<file path="src/rtl/conbus_pkg.sv">
// Shared constants for the conbus Wishbone initiator: FSM encodings,
// timeout response data and Wishbone bus widths.
package conbus_pkg;

  localparam logic [1:0] ST_IDLE = 2'd0;
  localparam logic [1:0] ST_BUS  = 2'd1;
  localparam logic [1:0] ST_RESP = 2'd2;

  localparam int WB_ADR_W = 32;
  localparam int WB_DAT_W = 32;
  localparam int WB_SEL_W = 4;

  localparam logic [WB_DAT_W-1:0] TIMEOUT_DATA = 32'hFFFF_FFFF;

endpackage

</file>
<file path="src/rtl/conbus_initiator.sv">
// Single-transfer Wishbone classic master: one command in, one bus cycle,
// one response (read data or timeout) out.
module conbus_initiator
  import conbus_pkg::*;
#(
  parameter int TIMEOUT_W = 10,
  parameter int TIMEOUT   = 1000
) (
  input  logic                sys_clk,
  input  logic                sys_rst,
  input  logic                cmd_valid,
  output logic                cmd_ready,
  input  logic                cmd_we,
  input  logic [WB_ADR_W-1:0] cmd_adr,
  input  logic [WB_DAT_W-1:0] cmd_dat,
  input  logic [WB_SEL_W-1:0] cmd_sel,
  output logic                rsp_valid,
  input  logic                rsp_ready,
  output logic [WB_DAT_W-1:0] rsp_dat,
  output logic                rsp_timeout,
  output logic [WB_ADR_W-1:0] wb_adr_o,
  output logic [WB_DAT_W-1:0] wb_dat_o,
  input  logic [WB_DAT_W-1:0] wb_dat_i,
  output logic [WB_SEL_W-1:0] wb_sel_o,
  output logic                wb_cyc_o,
  output logic                wb_stb_o,
  output logic                wb_we_o,
  input  logic                wb_ack_i
);

  logic [1:0]           r_state;
  logic [1:0]           w_state_nxt;
  logic [TIMEOUT_W-1:0] r_cnt;
  logic                 w_tmo;
  logic [WB_ADR_W-1:0]  r_adr;
  logic [WB_DAT_W-1:0]  r_dat;
  logic [WB_SEL_W-1:0]  r_sel;
  logic                 r_we;
  logic                 r_cyc;
  logic                 r_rsp_valid;
  logic [WB_DAT_W-1:0]  r_rsp_dat;
  logic                 r_rsp_timeout;

  // Last permitted wait cycle; an ack on this same edge still wins.
  assign w_tmo = (r_cnt == TIMEOUT_W'(TIMEOUT - 1));

  assign cmd_ready   = (r_state == ST_IDLE) && !sys_rst;
  assign wb_adr_o    = r_adr;
  assign wb_dat_o    = r_dat;
  assign wb_sel_o    = r_sel;
  assign wb_we_o     = r_we;
  assign wb_cyc_o    = r_cyc;
  assign wb_stb_o    = r_cyc;
  assign rsp_valid   = r_rsp_valid;
  assign rsp_dat     = r_rsp_dat;
  assign rsp_timeout = r_rsp_timeout;

  always_comb begin
    w_state_nxt = r_state;
    case (r_state)
      ST_IDLE: if (cmd_valid)           w_state_nxt = ST_BUS;
      ST_BUS:  if (wb_ack_i || w_tmo)   w_state_nxt = ST_RESP;
      ST_RESP: if (rsp_ready)           w_state_nxt = ST_IDLE;
      default:                          w_state_nxt = ST_IDLE;
    endcase
  end

  always_ff @(posedge sys_clk or posedge sys_rst) begin
    if (sys_rst) begin
      r_state       <= ST_IDLE;
      r_cnt         <= '0;
      r_adr         <= '0;
      r_dat         <= '0;
      r_sel         <= '0;
      r_we          <= 1'b0;
      r_cyc         <= 1'b0;
      r_rsp_valid   <= 1'b0;
      r_rsp_dat     <= '0;
      r_rsp_timeout <= 1'b0;
    end else begin
      r_state <= w_state_nxt;
      case (r_state)
        ST_IDLE: begin
          if (cmd_valid) begin
            r_adr <= cmd_adr;
            r_dat <= cmd_dat;
            r_sel <= cmd_sel;
            r_we  <= cmd_we;
            r_cyc <= 1'b1;
            r_cnt <= '0;
          end
        end
        ST_BUS: begin
          if (wb_ack_i) begin
            r_cyc         <= 1'b0;
            r_rsp_dat     <= r_we ? '0 : wb_dat_i;
            r_rsp_timeout <= 1'b0;
            r_rsp_valid   <= 1'b1;
          end else if (w_tmo) begin
            r_cyc         <= 1'b0;
            r_rsp_dat     <= TIMEOUT_DATA;
            r_rsp_timeout <= 1'b1;
            r_rsp_valid   <= 1'b1;
          end else begin
            r_cnt <= r_cnt + 1'b1;
          end
        end
        ST_RESP: begin
          if (rsp_ready) r_rsp_valid <= 1'b0;
        end
        default: r_cyc <= 1'b0;
      endcase
    end
  end

endmodule

</file>
<file path="config.mk">
export PLATFORM = sky130hd
export DESIGN_NAME = conbus_initiator
export DESIGN_NICKNAME = d
export VERILOG_FILES = /design/src/rtl/conbus_pkg.sv /design/src/rtl/conbus_initiator.sv
export SDC_FILE = /design/constraint.sdc
export NUM_CORES = 1
export LEC_CHECK = 0
export ABC_AREA = 1
export CAP_MARGIN = 20
export CORE_MARGIN = 4
export CORE_UTILIZATION = 45
export DETAILED_ROUTE_END_ITERATION = 7
export GPL_TIMING_DRIVEN = 1
export PLACE_DENSITY_LB_ADDON = 0.12
export SLEW_MARGIN = 10
export SYNTH_ARGS = -nofsm -noshare
export SYNTH_HDL_FRONTEND = slang
export SYNTH_SLANG_ARGS = --single-unit
</file>
<file path="constraint.sdc">
create_clock -name sys_clk -period 11 [get_ports sys_clk]
set_input_delay 2.2 -clock sys_clk [delete_from_list [all_inputs] [get_ports sys_clk]]
set_output_delay 2.2 -clock sys_clk [all_outputs]
set_load 0.03 [all_outputs]
</file>
==> summary.md, run 1 <==
| Metric | Value |
|---|---|
| Status | `complete, no violations` |
| Core area | `roughly 10000 um2` |
| GP Congestion | `0.808` |
| Synth top area share | `61.0%` |
| Die area | `12300 um2` |
| Max Slew Vio Count | `0` |
| DR iter-0 viols | `264` |
| Crit path top cell by count | `clkdlybuf4s50_1` |
| Routed Antenna Nets | `0` |
| Worst Skew | `0.00732 ns` |
| Post-synthesis cell count | `420` |
| ANT cells | `0` |
| Synthesized cell area | `4760 um2` |
| Synth Net Count | `527` |
| Dpl hpwl | `8850 um` |
| Clk pin slew, worst setup/hold paths | `0.06 ns` |
| Fin. Hold Viols | `0` |
| Setup crit start | `sys_rst` |
| Setup tns final | `0 ns` |
| Wirelength per Cell | `between 15 and 20 um` |
| Worst Path Required | `8.80 ns` |
| VDD IR max | `roughly 0.19 mV` |
| Critical Path Sink Type | `output port` |
| Worst Setup EP | `cmd_ready` |
| First-pass GRT wire length | `20900 um` |
| Final setup violation count | `0` |
| Worst path max stage delay | `between 0.6 and 0.7 ns` |
| Crit start category | `input pin` |
| CP top delay family | `buffers and inverters` |
| Total power | `2.50 mW` |
| Vias in the first global route | `4038` |
| Min Clock Period, post-route | `5.67 ns` |
| Synth cell types | `21` |
| Area Overhead vs Synth | `58.1%` |
| Reg2Reg Setup Slack | `between 9 and 10 ns` |
| R2r startpoint | `r_cnt[0]` |
| Die Span X | `111 um` |
| Dominant cell type by area after synthesis | `dfrtp_1` |
| Clock latency on the worst-skew pair | `0.49 ns` |
| Starting density of the core | `46.1%` |
| Synth top area cells | `dfrtp_1 (61%), mux2_2 (16%), nand2_1 (6.6%)` |
| CTS tree | `yes` |
| IO Count | `between 200 and 250` |
| Slowest CP cell | `clkdlybuf4s50_1` |
| Post-Place Setup Slack | `5.34 ns` |
| Crit path depth | `3` |
| Synth Area per Inst | `11.3 um2` |
| Max_cap viols | `0` |
| Initial antenna violation count | `0` |
| WP buf/inv | `2` |
| Drt first pass iters | `4` |
| Sequential fraction of the synthesis area | `61.0%` |
| CTS hold repair buffers | `0` |
| Cell area after layout | `7520 um2` |
| I/O Buffers | `211` |
| Site Rows | `37` |
| PD cells | `332 nW/um2` |
| Fill count | `717` |
| Post-CTS Setup Inserts | `0` |
| TritonCTS buffer count | `17` |
| Static leakage | `3.27 nW` |
| Yosys warns | `0` |
| Grt total ovfl | `0` |
| Cells along the critical path | `clkdlybuf4s50_1, nor2_1, clkdlybuf4s50_1` |
| FF-to-FF End | `r_cnt[2]` |
| FF-to-FF path depth | `8` |
| Worst rel slew slack | `31.9%` |
| Bufs on Longest Clock Path | `2` |
| Post-CTS Resized | `0` |
| Overall routing resource usage | `21.2%` |
| Max FO, Critical Path | `2` |
| Fraction of layout cells with a size suffix above 1 | `between 10% and 20%` |
| Peak Freq | `176 MHz` |
| Drt drc | `0` |
| CP Class | `input pin to output port` |
| RSZ-0062 raised after global routing | `false` |
| CTS H-tree lvls | `4` |
| Via density | `around 4.9` |
| Worst Max-Slew Pin Slew | `approximately 1 ns` |
| Placed instance area | `~7000 um2` |
| Clock sinks | `116` |
| Final WL | `~13000 um` |
| #FFs+latches synth | `roughly 120` |
| Worst min path class | `flop to flop` |
| Clock Tree Root | `clkbuf_8` |
| DR vias | `3835` |
| Fin crit share | `between 50% and 60%` |
| Pin count of the biggest net entering global routing | `83` |
| Final net count | `735` |
| Die Ht | `111 um` |
| Final WS setup | `around 5.3 ns` |
| Worst endpoint data arrival time | `around 3.5 ns` |
-- power breakdown --
group | total, mW | switching (mW) | internal (mW)
Clock | 0.535 | 0.191 | 0.344
Sequential | 0.731 | 0.103 | 0.628
Combinational | 1.23 | 0.692 | 0.537
-- cell families (layout without fill, tap and decap cells) --
| logic type | Yosys count | after routing | synth area share (%) |
|---|---|---|---|
| compound gates | 68 | 68 | 7.65 |
| buf+inv | 40 | 261 | 4.08 |
| fa+ha+maj | 1 | 1 | 0.263 |
| flops | 116 | 116 | 61.0 |
| mux | 68 | 68 | 16.1 |
| simple gates | 127 | 127 | 10.9 |
-- metrics by stage --
stage               util, %  hold WS (ns)  instances
floorplan                 -         0.474        420
global placement       67.0         0.466        744
detailed placement     67.0         0.470        744
CTS                    72.7         0.485        776
global route           72.9         0.510        777
finish                 72.9         0.481        777
-- area by class of cell --
cell class / instances / area (um2) / area share (%)
flip-flops and latches: 116 / 2900 / 38.6
repair buffers: 213 / 2140 / 28.4
multi-input cells: 264 / 1670 / 22.2
clock buffers: 19 / 422 / 5.61
well taps: 136 / 170 / 2.26
clock inverters: 13 / 159 / 2.11
inverters: 16 / 62.6 / 0.832
-- cell usage after synthesis, drive strengths merged --
library cell / number
clkbuf: 8
ha: 1
nand2: 87
nand4: 2
a21oi: 33
clkinv: 1
o31ai: 1
buf: 16
nor3b: 2
mux2: 68
inv: 15
o21bai: 1
dfrtp: 116
o21ai: 33
nor2: 18
nand3: 18
-- per-layer routing --
| metal | wire, um | global-route usage, % |
|---|---|---|
| met5 | 0 | 0 |
| met2 | 6400 | 35.8 |
| met4 | 247 | 7.88 |
| met1 | 5140 | 25.5 |
| met3 | 1020 | 6.66 |
-- cells in the final DEF, fill, tap and decap left out, drive strengths merged --
master         instances
clkdlybuf4s50        211
dfrtp                116
nand2                 87
mux2                  68
a21oi                 33
o21ai                 33
clkbuf                19
nor2                  18
nand3                 18
inv                   16
clkinv                 7
clkinvlp               3
bufinv                 3
nand4                  2
nor3b                  2
buf                    2
o31ai                  1
o21bai                 1
ha                     1
-- registers in the layout (all words and copies together) (netlist names) --
name         cells
r_state          2
wb_we_o          1
wb_adr_o        32
wb_cyc_o         1
wb_dat_o        32
r_cnt           10
rsp_valid        1
rsp_timeout      1
wb_sel_o         4
rsp_dat         32
-- worst min-delay path by stage --
stage                     start     endpoint  slack (ns)  cells after the start
global placement    rsp_dat[11]  rsp_dat[11]        0.47                      2
CTS                 rsp_dat[10]  rsp_dat[10]        0.48                      2
floorplan            r_state[0]   r_state[1]        0.47                      1
finish              rsp_dat[10]  rsp_dat[10]        0.48                      2
global route        rsp_dat[10]  rsp_dat[10]        0.51                      2
detailed placement  rsp_dat[10]  rsp_dat[10]        0.47                      2
-- worst register-to-register path, stage by stage (launching register included) --
cell and delay, ns:
dfrtp_1 0.44, ha_1 0.22, nand2_2 0.09, nor2_1 0.12, nand3_1 0.10, nand3_1 0.38
nand2_1 0.33, nand2_1 0.13, nand2_1 0.06
(Power assumes the default switching activity.)
==> run 2: changes to the inputs <==
--- a/config.mk
+++ b/config.mk
@@ -8,7 +8,7 @@
 export ABC_AREA = 1
 export CAP_MARGIN = 20
 export CORE_MARGIN = 4
-export CORE_UTILIZATION = 45
+export CORE_UTILIZATION = 42
 export DETAILED_ROUTE_END_ITERATION = 7
 export GPL_TIMING_DRIVEN = 1
 export PLACE_DENSITY_LB_ADDON = 0.12
==> constraint.sdc (replaced) <==
create_clock -name sys_clk -period 5.5 [get_ports sys_clk]
set_input_delay 1.1 -clock sys_clk [delete_from_list [all_inputs] [get_ports sys_clk]]
set_output_delay 1.1 -clock sys_clk [all_outputs]
set_load 0.03 [all_outputs]
==> run 2 against run 1 <==
Compared with the run above: via count grew 1.6%; highest routed layer unchanged; first-iteration DRC count increased by 11%; design area up 0.80%; count of clock-buffer cells in the layout shrank 1; hold slack hardly changed; cell count up 0.64%; critical path depth unchanged; global-route usage fell by 1.5 points; sequential power rose by 100%; clock skew up 0.0044 ns; combinational power increased by 99%; sequential share of layout area decreased by 0.31 points.
==> summary.md, run 2 (synthesis results as in run 1) <==
| Metric | Value |
|---|---|
| Status | `complete, no violations` |
| Critical Path Sink Type | `output port` |
| RSZ-0062 raised after global routing | `false` |
| GP Congestion | `0.811 (+0.36%)` |
| WHS | `0.481 ns (-0.000425 ns)` |
| Clk pin slew, worst setup/hold paths | `0.05 ns (about the same)` |
| Pin count of the biggest net entering global routing | `83 (unchanged)` |
| Clock latency on the worst-skew pair | `0.40 ns (-0.09 ns)` |
| Min Clock Period, post-route | `3.51 ns` |
| Worst Max-Slew Pin Slew | `1.02 ns (+0.00141 ns)` |
| Post-CTS Resized | `0 (unchanged)` |
| Wirelength per Cell | `16.1 um (-2.1%)` |
| I/O Buffers | `211 (unchanged)` |
| Reg2Reg Setup Slack | `3.53 ns (-5.48 ns)` |
| CTS H-tree lvls | `4 (unchanged)` |
| Worst min path class | `flop to flop` |
| CTS hold repair buffers | `0 (unchanged)` |
| CP Class | `input pin to output port` |
| Die area | `13100 um2 (+6.6%)` |
| Final setup violation count | `0 (unchanged)` |
| Clock sinks | `116 (unchanged)` |
| CTS tree | `yes` |
| Fraction of layout cells with a size suffix above 1 | `17.4% (+0.44 points)` |
| Drt first pass iters | `5 (+1)` |
| Dpl hpwl | `8940 um (+1.0%)` |
| Final WS setup | `1.99 ns (-3.34 ns)` |
| Starting density of the core | `43.3% (-2.8 points)` |
| IO Count | `212 (unchanged)` |
| Post-Place Setup Slack | `1.99 ns (-3.35 ns)` |
| VDD IR max | `0.325 mV (+72%)` |
| Max FO, Critical Path | `2 (unchanged)` |
| Via density | `4.98 (+0.94%)` |
| Leading cell type in the layout, fill and taps excluded | `clkdlybuf4s50_1` |
| Crit start category | `input pin` |
| Final WL | `12600 um (-1.5%)` |
| Footprint of the multi-input gates | `1670 um2 (unchanged)` |
| DR vias | `3896 (+1.6%)` |
| Commonest cells after routing, fill and taps aside | `clkdlybuf4s50_1 (211), dfrtp_1 (116), nand2_1 (84), mux2_2 (68), a21oi_1 (33)` |
| Bufs on Longest Clock Path | `2 (unchanged)` |
| Clock Tree Root | `clkbuf_16` |
| Fin. Hold Viols | `0 (unchanged)` |
| Fill count | `840 (+17%)` |
| Core area | `11000 um2 (+6.4%)` |
| First-pass GRT wire length | `20300 um (-2.9%)` |
| Grt total ovfl | `0 (unchanged)` |
| Static leakage | `3.29 nW (+0.67%)` |
| Fin crit share | `63.7%` |
| Storage element area | `2900 um2 (unchanged)` |
| Die Ht | `114 um (+3.3%)` |
| Max Slew Vio Count | `0 (unchanged)` |
| Peak Freq | `285 MHz` |
| Overall routing resource usage | `19.7% (-1.5 points)` |
| TritonCTS buffer count | `17 (unchanged)` |
| Worst rel slew slack | `31.8% (-0.094 points)` |
| Max_cap viols | `0 (unchanged)` |
| Vias in the first global route | `4058 (+0.50%)` |
| Routed Antenna Nets | `0 (unchanged)` |
| Area Overhead vs Synth | `59.3%` |
| Final net count | `737 (+0.27%)` |
| Post-CTS Setup Inserts | `0 (unchanged)` |
| Worst Skew | `0.0117 ns (+0.00441 ns)` |
| Drt drc | `0 (unchanged)` |
| Initial antenna violation count | `0 (unchanged)` |
| PD cells | `667 nW/um2 (+100%)` |
| Worst Path Required | `4.40 ns (-4.40 ns)` |
| Die Span X | `114 um (+3.3%)` |
| Worst endpoint data arrival time | `2.41 ns (-1.06 ns)` |
| ANT cells | `0 (unchanged)` |
| Site Rows | `38 (+2.7%)` |
| DR iter-0 viols | `294 (+11%)` |
| Setup tns final | `0 ns (unchanged)` |
==> run 2: cell types whose count changed in the layout (fill, tap and decap cells not counted), sizes merged <==
cell,change
buf,+2
bufinv,+1
clkbuf,-1
clkinv,-3
clkinvlp,+2
==> run 2: worst paths after layout <==
path                             from          end  cells past startpoint
setup / recovery              sys_rst    cmd_ready                      3
hold / removal             rsp_dat[8]   rsp_dat[8]                      2
setup reg to reg           r_state[0]     r_cnt[5]                      5
hold reg to reg            rsp_dat[8]   rsp_dat[8]                      2
max in group asynchronous     sys_rst  rsp_dat[25]                      3
min in group asynchronous     sys_rst  wb_dat_o[1]                      2
==> run 2: where the power goes <==
part	leakage, nW	total, mW	internal, mW	switching, mW
clock	0.290	1.14	0.765	0.377
sequential	1.40	1.46	1.26	0.203
combinational	1.61	2.45	1.07	1.38
total	3.29	5.06	3.10	1.96
==> run 2: routing by layer <==
layer	GRT usage, %	vias up	share of wire, %
met2	32.1	158	50
met5	0	-	0
met1	24.1	1890	40
met4	7.52	0	1.6
li1	-	1833	-
met3	6.92	15	8.8
==> run 2: critical path, cell delays in order <==
cell and delay [ns]:
clkdlybuf4s50_1 0.47, nor2_1 0.15, clkdlybuf4s50_1 0.69
==> run 2: per-stage QoR <==
stage | area (um2) | total power, mW | utilization [%] | instances
2_1_floorplan | 4760 | 2.90 | - | 420
3_3_place_gp | 6940 | 3.89 | 63.2 | 750
3_5_place_dp | 6940 | 3.94 | 63.2 | 750
4_1_cts | 7560 | 5.11 | 68.9 | 781
5_1_grt | 7580 | 5.32 | 69.0 | 782
6_report | 7580 | 5.06 | 69.0 | 782
==> run 2: layout make-up <==
| cell class | instances | share of cell area, % |
|---|---|---|
| Sequential cell | 116 | 38.3 |
| Timing Repair Buffer | 215 | 28.4 |
| Multi-Input combinational cell | 264 | 22.0 |
| Clock buffer | 18 | 5.79 |
| Clock inverter | 13 | 2.39 |
| Tap cell | 140 | 2.31 |
| Inverter | 16 | 0.825 |
==> run 3: changes to the inputs <==
--- a/config.mk
+++ b/config.mk
@@ -8,7 +8,7 @@
 export ABC_AREA = 1
 export CAP_MARGIN = 20
 export CORE_MARGIN = 4
-export CORE_UTILIZATION = 42
+export CORE_UTILIZATION = 38
 export DETAILED_ROUTE_END_ITERATION = 7
 export GPL_TIMING_DRIVEN = 1
 export PLACE_DENSITY_LB_ADDON = 0.12
==> constraint.sdc (replaced) <==
create_clock -name sys_clk -period 2.8 [get_ports sys_clk]
set_input_delay 0.56 -clock sys_clk [delete_from_list [all_inputs] [get_ports sys_clk]]
set_output_delay 0.56 -clock sys_clk [all_outputs]
set_load 0.03 [all_outputs]
==> run 3 against run 2 <==
Compared with the run above: non-clock buffer count grew 1; critical path depth grew 1; core utilization shrank 5.8 points; critical path type is now flop to output port; cell count grew 3.8%; flip-flop and latch count is the same; largest power group unchanged; first-iteration DRC count shrank 14%.
==> summary.md, run 3 (synthesis results as in run 1) <==
| Metric | Value |
|---|---|
| Status | `complete, no violations` |
| Final setup violation count | `0 (unchanged)` |
| Drt drc | `0 (unchanged)` |
| Peak Freq | `roughly 400 MHz` |
| Final WL | `12900 um (+2.4%)` |
| First-pass GRT wire length | `20500 um (+0.88%)` |
| CP top delay family | `buffers and inverters` |
| Worst Path Required | `2.24 ns (-2.16 ns)` |
| Via density | `4.74 (-4.8%)` |
| Metal2 WL | `6180 um (-1.3%)` |
| ANT cells | `0 (unchanged)` |
| DR vias | `3852 (-1.1%)` |
| GP Congestion | `0.814 (+0.46%)` |
| Post-CTS Resized | `0 (unchanged)` |
| Total power | `10.0 mW (+98%)` |
| Die Span X | `120 um (+4.8%)` |
| Top Layer Used | `met4` |
| Initial antenna violation count | `0 (unchanged)` |
| Wirelength per Cell | `15.9 um (-1.4%)` |
| Commonest cells after routing, fill and taps aside | `clkdlybuf4s50_1 (211), dfrtp_1 (116), nand2_1 (84), mux2_2 (68), a21oi_1 (33)` |
| Worst endpoint data arrival time | `1.96 ns (-0.45 ns)` |
| Die area | `14400 um2 (+9.8%)` |
| Placed instance area | `7030 um2 (+1.3%)` |
| Starting density of the core | `39.3% (-4.0 points)` |
| Clock latency on the worst-skew pair | `0.42 ns (+0.02 ns)` |
| TritonCTS buffer count | `17 (unchanged)` |
| CTS hold repair buffers | `0 (unchanged)` |
| Footprint of the multi-input gates | `1670 um2 (unchanged)` |
| PD cells | `1310 nW/um2 (+96%)` |
| Routed Antenna Nets | `0 (unchanged)` |
| Vias in the first global route | `3924 (-3.3%)` |
| Site Rows | `40 (+5.3%)` |
| Max FO, Critical Path | `4 (+2)` |
| Grt total ovfl | `0 (unchanged)` |
| Max_cap viols | `0 (unchanged)` |
| CTS tree | `yes` |
| Fill count | `1013 (+21%)` |
| Slowest CP cell | `clkdlybuf4s50_1` |
| IO Count | `212 (unchanged)` |
| Drt first pass iters | `4 (-1)` |
| Core area | `12100 um2 (+10%)` |
| Crit start category | `flop` |
| Setup tns final | `0 ns (unchanged)` |
| Cell area after layout | `7660 um2 (+0.99%)` |
| Worst min path class | `flop to flop` |
| Post-Place Setup Slack | `0.434 ns (-1.56 ns)` |
| Fin crit share | `between 90 and 100%` |
| CTS H-tree lvls | `4 (unchanged)` |
| WP buf/inv | `2 (unchanged)` |
| Worst rel slew slack | `31.5% (-0.32 points)` |
| I/O Buffers | `211 (unchanged)` |
| Static leakage | `3.32 nW (+0.88%)` |
| Clock Tree Root | `clkbuf_16` |
| CP Class | `flop to output port` |
| VDD IR max | `0.703 mV (+120%)` |
| Post-CTS Setup Inserts | `0 (unchanged)` |
| Clk pin slew, worst setup/hold paths | `0.05 ns (about the same)` |
| Met3 wire len | `1350 um (+21%)` |
| Final WS setup | `0.280 ns (-1.71 ns)` |
| WHS | `0.481 ns (+0.0000500 ns)` |
| Area Overhead vs Synth | `60.9%` |
| DR iter-0 viols | `252 (-14%)` |
| Storage element area | `2900 um2 (unchanged)` |
| Bufs on Longest Clock Path | `2 (unchanged)` |
| Leading cell type in the layout, fill and taps excluded | `clkdlybuf4s50_1` |
| Worst Skew | `0.00853 ns (-0.00320 ns)` |
| Overall routing resource usage | `18.3% (-1.4 points)` |
| Clock sinks | `116 (unchanged)` |
| Fin. Hold Viols | `0 (unchanged)` |
| Die Ht | `120 um (+4.8%)` |
| Worst Max-Slew Pin Slew | `1.03 ns (+0.00364 ns)` |
| Min Clock Period, post-route | `approximately 2.5 ns` |
| Max Slew Vio Count | `0 (unchanged)` |
| Critical Path Sink Type | `output port` |
| RSZ-0062 raised after global routing | `false` |
| Wl on met1 | `5220 um (+3.5%)` |
| Worst path max stage delay | `0.68 ns (about the same)` |
| Dpl hpwl | `9150 um (+2.4%)` |
| Pin count of the biggest net entering global routing | `117 (+41%)` |
| Final net count | `738 (+0.14%)` |
| Cells along the critical path | `nor2_1, inv_1, nor2_1, clkdlybuf4s50_1` |
| Fraction of layout cells with a size suffix above 1 | `17.4% (-0.054 points)` |
| Crit path top cell by count | `nor2_1` |
==> run 3: cell count changes in the layout (fill, tap and decap cells not counted) <==
cell | before | now
clkinv_2 | 3 | 5
buf_4 | 3 | 2
clkbuf_1 | 0 | 2
inv_4 | 1 | 0
clkinvlp_4 | 5 | 2
clkbuf_8 | 1 | 3
buf_12 | 1 | 3
inv_6 | 1 | 0
==> run 3: worst min-delay path, cell delays in order, from the launching register on <==
cell and delay (ns):
dfrtp_1 0.34, nand2_1 0.06, o21ai_2 0.05
==> run 3: per-layer routing <==
metal	vias up	global-route usage [%]
met5	-	0
li1	1833	-
met4	0	7.09
met2	173	28.8
met1	1829	21.6
met3	17	8.81
==> run 3: final timing paths <==
path / from / to / slack (ns) / depth (start not counted)
worst min register to register: rsp_dat[9] / rsp_dat[9] / 0.48 / 2
min in group asynchronous: sys_rst / wb_sel_o[0] / 0.70 / 3
max in group asynchronous: sys_rst / rsp_dat[0] / 1.64 / 3
worst max-delay path: r_state[0] / cmd_ready / 0.28 / 4
worst min-delay path: rsp_dat[9] / rsp_dat[9] / 0.48 / 2
worst max register to register: r_cnt[0] / r_cnt[4] / 0.84 / 8
==> run 3: through the flow <==
stage	cells	utilization, %
floorplan	420	-
global placement	780	58.0
detailed placement	780	58.0
CTS	812	63.2
global route	812	63.2
finish	812	63.2
==> run 3: area by class of cell <==
class,instances,share of cell area (%)
repair buffers,216,28.6
clock inverters,10,1.99
flip-flops and latches,116,37.9
clock buffers,22,6.19
well taps,168,2.75
multi-input cells,264,21.8
inverters,16,0.833
==> run 3: report_power, final <==
| group | switching, mW | leakage (nW) | internal [mW] | total (mW) |
|---|---|---|---|---|
| combinational | 2.74 | 1.62 | 2.13 | 4.87 |
| sequential | 0.404 | 1.40 | 2.47 | 2.87 |
| clock | 0.731 | 0.310 | 1.55 | 2.28 |
